==> config.mk <==
export PLATFORM = sky130hd
export DESIGN_NAME = rect_motion_ctl_flat
export DESIGN_NICKNAME = d
export VERILOG_FILES = /design/src/rtl/rect_motion_ctl_if.sv /design/src/rtl/rect_motion_ctl.sv /design/src/flat_wrapper.sv
export SDC_FILE = /design/constraint.sdc
export NUM_CORES = 1
export LEC_CHECK = 0
export ABC_AREA = 0
export BUFFER_PORTS_ARGS = -buffer_cell sky130_fd_sc_hd__buf_2
export CAP_MARGIN = 20
export CORE_ASPECT_RATIO = 1.4
export CORE_MARGIN = 1.5
export CORE_UTILIZATION = 52
export DETAILED_ROUTE_END_ITERATION = 12
export PLACE_DENSITY = 0.72
export SYNTH_ARGS = -nofsm -noshare
export SYNTH_HDL_FRONTEND = slang
export SYNTH_SLANG_ARGS = --single-unit
==> constraint.sdc <==
create_clock -name pclk -period 4.4 [get_ports pclk]
set_input_delay 0.22 -clock pclk [delete_from_list [all_inputs] [get_ports pclk]]
set_output_delay 0.22 -clock pclk [all_outputs]
set_load 0.01 [all_outputs]
==> src/rtl/rect_motion_ctl_if.sv <==
// rect_motion_ctl_if -- frame/mouse inputs and rectangle position outputs of
// rect_motion_ctl. The master side drives the mouse and vblnk, the slave side
// (the controller) drives xpos/ypos/busy.
interface rect_motion_ctl_if;
    logic        vblnk;
    logic        mouse_left;
    logic [11:0] mouse_xpos;
    logic [11:0] mouse_ypos;
    logic [11:0] xpos;
    logic [11:0] ypos;
    logic        busy;

    modport master (
        output vblnk, mouse_left, mouse_xpos, mouse_ypos,
        input  xpos, ypos, busy
    );

    modport slave (
        input  vblnk, mouse_left, mouse_xpos, mouse_ypos,
        output xpos, ypos, busy
    );
endinterface

==> src/rtl/rect_motion_ctl.sv <==
// rect_motion_ctl -- positions the drawn rectangle from pclk-domain mouse data.
// TRACK follows the mouse, ARMED waits for the left button to be released,
// FALL runs fixed-point gravity with damped floor bounces (one step per vblnk
// rising edge), REST holds on the floor until the button is pressed again.
// Optional feature: define RECT_MOTION_HVEL_EN to carry the mouse's horizontal
// velocity into the fall, reflecting off the left and right limits.
module rect_motion_ctl #(
    parameter int SCREEN_W     = 800,
    parameter int SCREEN_H     = 600,
    parameter int RECT_W       = 48,
    parameter int RECT_H       = 64,
    parameter int FRAC         = 4,
    parameter int GRAV         = 16,
    parameter int BOUNCE_SHIFT = 1,
    parameter int REST_VEL     = 16,
    parameter int MAX_BOUNCES  = 8
) (
    input  logic             pclk,
    input  logic             rst,
    rect_motion_ctl_if.slave bus
);
    localparam int XMAX = SCREEN_W - RECT_W;
    localparam int YMAX = SCREEN_H - RECT_H;
    localparam int PW   = 12 + FRAC;              // position width
    localparam int VW   = 13 + FRAC;              // signed velocity width
    localparam int SW   = VW + 2;                 // headroom for pos + vel
    localparam int BW   = $clog2(MAX_BOUNCES + 1);
    localparam logic signed [SW-1:0] FLOOR_FX = SW'(YMAX * (2 ** FRAC));

    typedef enum logic [1:0] {S_TRACK, S_ARMED, S_FALL, S_REST} state_t;

    state_t               state, state_d;
    logic [11:0]          xpos_q, xpos_d;
    logic [11:0]          ypos_q, ypos_d;
    logic [PW-1:0]        pos_fx, pos_d;
    logic signed [VW-1:0] vel, vel_d;
    logic [BW-1:0]        bounce_cnt, bcnt_d, bcnt_inc;
    logic                 vblnk_q;
    logic                 tick;

    logic signed [SW-1:0] vel_inc;
    logic signed [SW-1:0] pos_sum;
    logic signed [SW-1:0] vel_bounce;
    logic signed [SW-1:0] vel_mag;

`ifdef RECT_MOTION_HVEL_EN
    logic signed [12:0] hvel, hvel_d, hvel_sat, hvel_diff;
    logic [11:0]        mouse_xpos_prev;
    logic signed [14:0] x_sum;
`endif

    function automatic logic [11:0] clamp_x(input logic [11:0] v);
        return (int'(v) > XMAX) ? 12'(XMAX) : v;
    endfunction

    function automatic logic [11:0] clamp_y(input logic [11:0] v);
        return (int'(v) > YMAX) ? 12'(YMAX) : v;
    endfunction

    // Frame tick is the first pclk cycle of vblnk high.
    assign tick = bus.vblnk & ~vblnk_q;

    // Gravity step: the velocity is updated before it moves the position.
    assign vel_inc    = SW'(vel) + SW'(GRAV);
    assign pos_sum    = $signed({{(SW - PW){1'b0}}, pos_fx}) + vel_inc;
    assign vel_bounce = -(vel_inc >>> BOUNCE_SHIFT);
    assign vel_mag    = (vel_bounce < 0) ? -vel_bounce : vel_bounce;
    assign bcnt_inc   = bounce_cnt + BW'(1);

`ifdef RECT_MOTION_HVEL_EN
    assign hvel_diff = $signed({1'b0, bus.mouse_xpos}) - $signed({1'b0, mouse_xpos_prev});
    assign hvel_sat  = (hvel > 13'sd15) ? 13'sd15 : ((hvel < -13'sd15) ? -13'sd15 : hvel);
    assign x_sum     = $signed({3'b000, xpos_q}) + 15'(hvel);
`endif

    assign bus.xpos = xpos_q;
    assign bus.ypos = ypos_q;
    assign bus.busy = (state == S_FALL);

    // State register.
    // NOTE: registers take non-blocking assignments so every flop samples the pre-edge values.
    always_ff @(posedge pclk or negedge rst) begin
        if (!rst) state <= S_TRACK;
        else      state <= state_d;
    end

    // Position, velocity, bounce counter and vblnk edge detector.
    always_ff @(posedge pclk or negedge rst) begin
        if (!rst) begin
            xpos_q     <= '0;
            ypos_q     <= '0;
            pos_fx     <= '0;
            vel        <= '0;
            bounce_cnt <= '0;
            vblnk_q    <= 1'b0;
        end else begin
            xpos_q     <= xpos_d;
            ypos_q     <= ypos_d;
            pos_fx     <= pos_d;
            vel        <= vel_d;
            bounce_cnt <= bcnt_d;
            vblnk_q    <= bus.vblnk;
        end
    end

`ifdef RECT_MOTION_HVEL_EN
    // Horizontal velocity and the mouse x seen at the previous frame tick.
    always_ff @(posedge pclk or negedge rst) begin
        if (!rst) begin
            hvel            <= '0;
            mouse_xpos_prev <= '0;
        end else begin
            hvel <= hvel_d;
            if (tick) mouse_xpos_prev <= bus.mouse_xpos;
        end
    end
`endif

    // Next state and next datapath values.
    // NOTE: every target gets a default first, so no path through the case infers a latch.
    always_comb begin
        state_d = state;
        xpos_d  = xpos_q;
        ypos_d  = ypos_q;
        pos_d   = pos_fx;
        vel_d   = vel;
        bcnt_d  = bounce_cnt;
`ifdef RECT_MOTION_HVEL_EN
        hvel_d  = hvel;
`endif
        unique case (state)
            S_TRACK: begin
                xpos_d = clamp_x(bus.mouse_xpos);
                ypos_d = clamp_y(bus.mouse_ypos);
`ifdef RECT_MOTION_HVEL_EN
                hvel_d = '0;
`endif
                if (bus.mouse_left) state_d = S_ARMED;
            end
            S_ARMED: begin
                if (bus.mouse_left) begin
                    xpos_d = clamp_x(bus.mouse_xpos);
                    ypos_d = clamp_y(bus.mouse_ypos);
`ifdef RECT_MOTION_HVEL_EN
                    if (tick) hvel_d = hvel_diff;
`endif
                end else begin
                    // Release: drop from the last tracked height, ignoring any tick this cycle.
                    state_d = S_FALL;
                    pos_d   = {ypos_q, {FRAC{1'b0}}};
                    vel_d   = '0;
                    bcnt_d  = '0;
`ifdef RECT_MOTION_HVEL_EN
                    hvel_d  = hvel_sat;
`endif
                end
            end
            S_FALL: begin
                if (tick) begin
`ifdef RECT_MOTION_HVEL_EN
                    if (x_sum <= 15'sd0) begin
                        xpos_d = '0;
                        hvel_d = -hvel;
                    end else if (x_sum >= 15'(XMAX)) begin
                        xpos_d = 12'(XMAX);
                        hvel_d = -hvel;
                    end else begin
                        xpos_d = x_sum[11:0];
                    end
`endif
                    if (pos_sum >= FLOOR_FX) begin
                        pos_d  = FLOOR_FX[PW-1:0];
                        vel_d  = vel_bounce[VW-1:0];
                        bcnt_d = bcnt_inc;
                        if (vel_mag < SW'(REST_VEL) || bcnt_inc == BW'(MAX_BOUNCES)) begin
                            vel_d   = '0;
                            state_d = S_REST;
`ifdef RECT_MOTION_HVEL_EN
                            hvel_d  = '0;
`endif
                        end
                    end else if (pos_sum < 0) begin
                        pos_d = '0;
                        vel_d = '0;
                    end else begin
                        pos_d = pos_sum[PW-1:0];
                        vel_d = vel_inc[VW-1:0];
                    end
                    ypos_d = pos_d[PW-1:FRAC];
                end
            end
            S_REST: begin
                if (bus.mouse_left) state_d = S_TRACK;
            end
            default: state_d = S_TRACK;
        endcase
    end
endmodule

==> src/flat_wrapper.sv <==
// flat-port wrapper written by rule: the top's interface ports become plain ports
module rect_motion_ctl_flat 
#(
    parameter int SCREEN_W     = 800,
    parameter int SCREEN_H     = 600,
    parameter int RECT_W       = 48,
    parameter int RECT_H       = 64,
    parameter int FRAC         = 4,
    parameter int GRAV         = 16,
    parameter int BOUNCE_SHIFT = 1,
    parameter int REST_VEL     = 16,
    parameter int MAX_BOUNCES  = 8
)
  (pclk, rst, bus_vblnk, bus_mouse_left, bus_mouse_xpos, bus_mouse_ypos, bus_xpos, bus_ypos, bus_busy);
  rect_motion_ctl_if bus_i ();
  input  logic pclk;
  input  logic rst;
  input wire logic [$bits(bus_i.vblnk)-1:0] bus_vblnk;
  input wire logic [$bits(bus_i.mouse_left)-1:0] bus_mouse_left;
  input wire logic [$bits(bus_i.mouse_xpos)-1:0] bus_mouse_xpos;
  input wire logic [$bits(bus_i.mouse_ypos)-1:0] bus_mouse_ypos;
  output wire logic [$bits(bus_i.xpos)-1:0] bus_xpos;
  output wire logic [$bits(bus_i.ypos)-1:0] bus_ypos;
  output wire logic [$bits(bus_i.busy)-1:0] bus_busy;
  assign bus_i.vblnk = bus_vblnk;
  assign bus_i.mouse_left = bus_mouse_left;
  assign bus_i.mouse_xpos = bus_mouse_xpos;
  assign bus_i.mouse_ypos = bus_mouse_ypos;
  assign bus_xpos = bus_i.xpos;
  assign bus_ypos = bus_i.ypos;
  assign bus_busy = bus_i.busy;
  rect_motion_ctl #(.SCREEN_W(SCREEN_W), .SCREEN_H(SCREEN_H), .RECT_W(RECT_W), .RECT_H(RECT_H), .FRAC(FRAC), .GRAV(GRAV), .BOUNCE_SHIFT(BOUNCE_SHIFT), .REST_VEL(REST_VEL), .MAX_BOUNCES(MAX_BOUNCES)) u_core (.pclk(pclk), .rst(rst), .bus(bus_i));
endmodule
==> results.py <==
metrics = {
    "floorplanning": {
        "io_pins": 53,
        "die_h_um": 121,
        "dieArea_mm2": 0.0105,
        "initial_core_util_pct": 53.8,
        "die_w_um": 87.1,
        "core_mm2": 0.00956,
        "rows": 42,
    },
    "detailed_routing": {
        "initialDrtViolationCount": 269,
        "drt_pass1_iterations": 5,
        "via_per_inst": 6.14,
        "vias": 4998,
        "wl_per_cell_um": 18.0,
        "ant_nets": 0,
        "drc_errors": 0,
        "drt-total-wl_um": 14700,
    },
    "clock_tree": {
        "clk_pin_slew_ns": 0.06,
        "cts_tree": "built",
        "clk_latency_ns": 0.33,
        "clk_path_buf_depth": 2,
        "cts_made_buffers": 9,
        "htreeDepth": 3,
        "clock_sinks": 64,
        "cts_root_buffer": "clkbuf_16",
    },
    "worst_setup_path": {
        "crit_buf_inv": 2,
        "critical-path-max-stage-delay_ns": 0.49,
        "path_cells": "inv_1, ha_1, nand3b_1, xor2_1, a2111o_1, nand2b_1, nor3b_1, buf_4, a211oi_1, a221oi_1, nand4_1, o22ai_1, a31oi_1, mux2_1",
        "crit_family": "compound AO/OA/AOI/OAI gates",
        "arrival_ns": 4.43,
        "slowest_stage": "dfrtp_1",
        "end_kind": "flip-flop",
        "critPathLaunchType": "flip-flop",
        "path_class": "flip-flop to flip-flop",
        "path_max_fanout": 8,
        "required_ns": 4.61,
    },
    "synth": {
        "yosys_warnings": 0,
        "synth.distinct_cells": 78,
        "synth_seq_cells": 64,
        "synth_area_mm2": 0.00514,
        "yosysTopAreaCell": "dfrtp_1",
        "synthArstFlopShare_pct": 100,
        "synth.top_cells.by_area": "dfrtp_1 (31%), ha_1 (6.1%), xnor2_1 (6.0%), nand2_1 (5.2%), nor2_1 (3.6%)",
        "synthFlopType": "dfrtp_1",
        "synth_edf_count": 0,
        "synth-seq-area-share_pct": 31.1,
        "yosys-top-cells-count": "nand2_1 (71), dfrtp_1 (64), nor2_1 (50)",
        "synth_nets": 666,
        "synth_cells": 612,
        "synth.top_cell.area_share_pct": 31.1,
        "syn_avg_cell_area_um2": 8.41,
        "synth_most_common_cell": "nand2_1",
    },
    "run": {
        "drv_cap": 0,
    },
    "run_status": {
        "status": "completed",
    },
    "sta": {
        "period_share_pct": 95.8,
        "setup_viol": 0,
        "max_freq_ghz": 0.237,
        "holdWs_ns": 0.0232,
        "tightest_slew_ns": 0.598,
        "period_needed_ns": 4.22,
        "skew_ns": 0.00561,
        "tns_ns": 0,
        "finalHoldViolations": 0,
        "slew_headroom_pct": 60.0,
        "grt_setup_unrepaired": "false",
        "slew_violations": 0,
    },
    "final_layout": {
        "area_growth_pct": 18.0,
        "nets": 731,
        "instances_no_fill": 814,
        "drive_gt1_share_pct": 19.6,
        "n_fill_cell": 860,
        "num_antenna_cells": 0,
    },
    "place": {
        "io_buffer_count": 52,
        "gp_congestion": 1.02,
        "dp.cells": 797,
        "dp_hpwl_um": 11500,
    },
    "power": {
        "vdd_ir_drop_max_mv": 0.611,
        "power_mw": 4.71,
        "p_per_area_mw_per_mm2": 776,
        "p_leak_nw": 2.68,
    },
    "global_routing": {
        "grt_max_degree": 44,
        "grt_pass1_wl_um": 23900,
        "grtUsageTotal_pct": 29.2,
        "antenna_found_initial": 0,
        "grt_overflow": 0,
        "grt_pass1_vias": 4967,
    },
    "min_path": {
        "hp-class": "primary input to flip-flop",
    },
}
==> where the power goes <==
part           internal, mW  switching, mW
sequential            0.803          0.251
clock                 0.496          0.272
combinational          1.18           1.71
==> layout make-up <==
type / instances / area, µm² / share of cell area, %
multi-input combinational: 494 / 3370 / 55.5
tap: 132 / 165 / 2.72
timing repair buffer: 85 / 523 / 8.61
sequential: 64 / 1610 / 26.5
inverter: 23 / 86.3 / 1.42
clock inverter: 7 / 95.1 / 1.57
clock buffer: 9 / 225 / 3.71
==> what timing repair did <==
action / 4_1_cts / 5_1_grt
hold buffers: 1 / 0
resized for setup: 0 / 15
setup endpoints to repair: 0 / 47
buffers inserted: 0 / 0
endpoints found under the hold margin: 21 / 0
==> worst paths after layout <==
| kind | end | start | depth (start not counted) | slack [ns] |
|---|---|---|---|---|
| worst max-delay path | u_core.state[1] | u_core.vel[1] | 14 | 0.18 |
| worst min-delay path | u_core.vblnk_q | bus_vblnk | 1 | 0.02 |
| worst max register to register | u_core.state[1] | u_core.vel[1] | 14 | 0.18 |
| worst min register to register | u_core.bus.xpos[11] | u_core.bus.xpos[11] | 1 | 0.49 |
| max in group asynchronous | u_core.bus.xpos[4] | rst | 3 | 3.07 |
| min in group asynchronous | u_core.pos_fx[1] | rst | 2 | 0.40 |
==> layout by cell type, fill, tap and decap left out, drive strengths merged, types with 5 or more instances in the layout <==
master  Yosys  final
xnor2      36     36
a211oi      9      9
or3         7      7
o21ai      36     36
a22o        8      8
nand4       9      9
and2        8      8
a21oi      35     35
nand2      71     71
and3        9      9
inv        23     24
ha         25     25
o211ai      7      7
a22oi       5      5
o221ai      7      7
nor4        7      7
o22a        6      6
buf        12     84
nor2       51     51
clkbuf     19      9
nor3       15     15
dfrtp      64     64
a31oi      13     13
a21o        8      8
xor2       17     17
nand3      25     25
o21a        8      8
o31ai       5      5
==> metal layers <==
layer | part of all wire [%] | global-route usage (%) | vias up
met5 | 0 | 0 | -
met4 | 4.1 | 13.6 | 0
met3 | 4.3 | 4.51 | 39
met2 | 50 | 50.3 | 167
met1 | 41 | 35.2 | 2401
li1 | - | - | 2391
==> per-stage QoR <==
stage | utilization [%] | setup WS, ns | area [µm²]
CTS | 62.7 | 0.0296 | 6000
detailed placement | 59.3 | 0.0593 | 5670
global route | 63.5 | 0.0273 | 6070
floorplan | - | 0.349 | 5140
global placement | 59.3 | 0.193 | 5670
finish | 63.5 | 0.183 | 6070
==> state kept, by name (all words and copies together), names as in the netlist <==
register / flops
u_core.bus.xpos: 12
u_core.state: 2
u_core.bounce_cnt: 4
u_core.vel: 17
u_core.vblnk_q: 1
u_core.pos_fx: 16
u_core.bus.ypos: 12
==> cells by family after synthesis <==
kind of cell               share of synthesized area, %
DFF                                                31.1
AOI/OAI and AO/OA                                  26.0
and+or+nand+nor                                    21.8
muxes                                             0.632
adders and majority gates                          6.47
xor gates and xnor gates                           9.17
buffers and inverters                              4.79
Note: power is estimated with default switching activity, not from simulation.
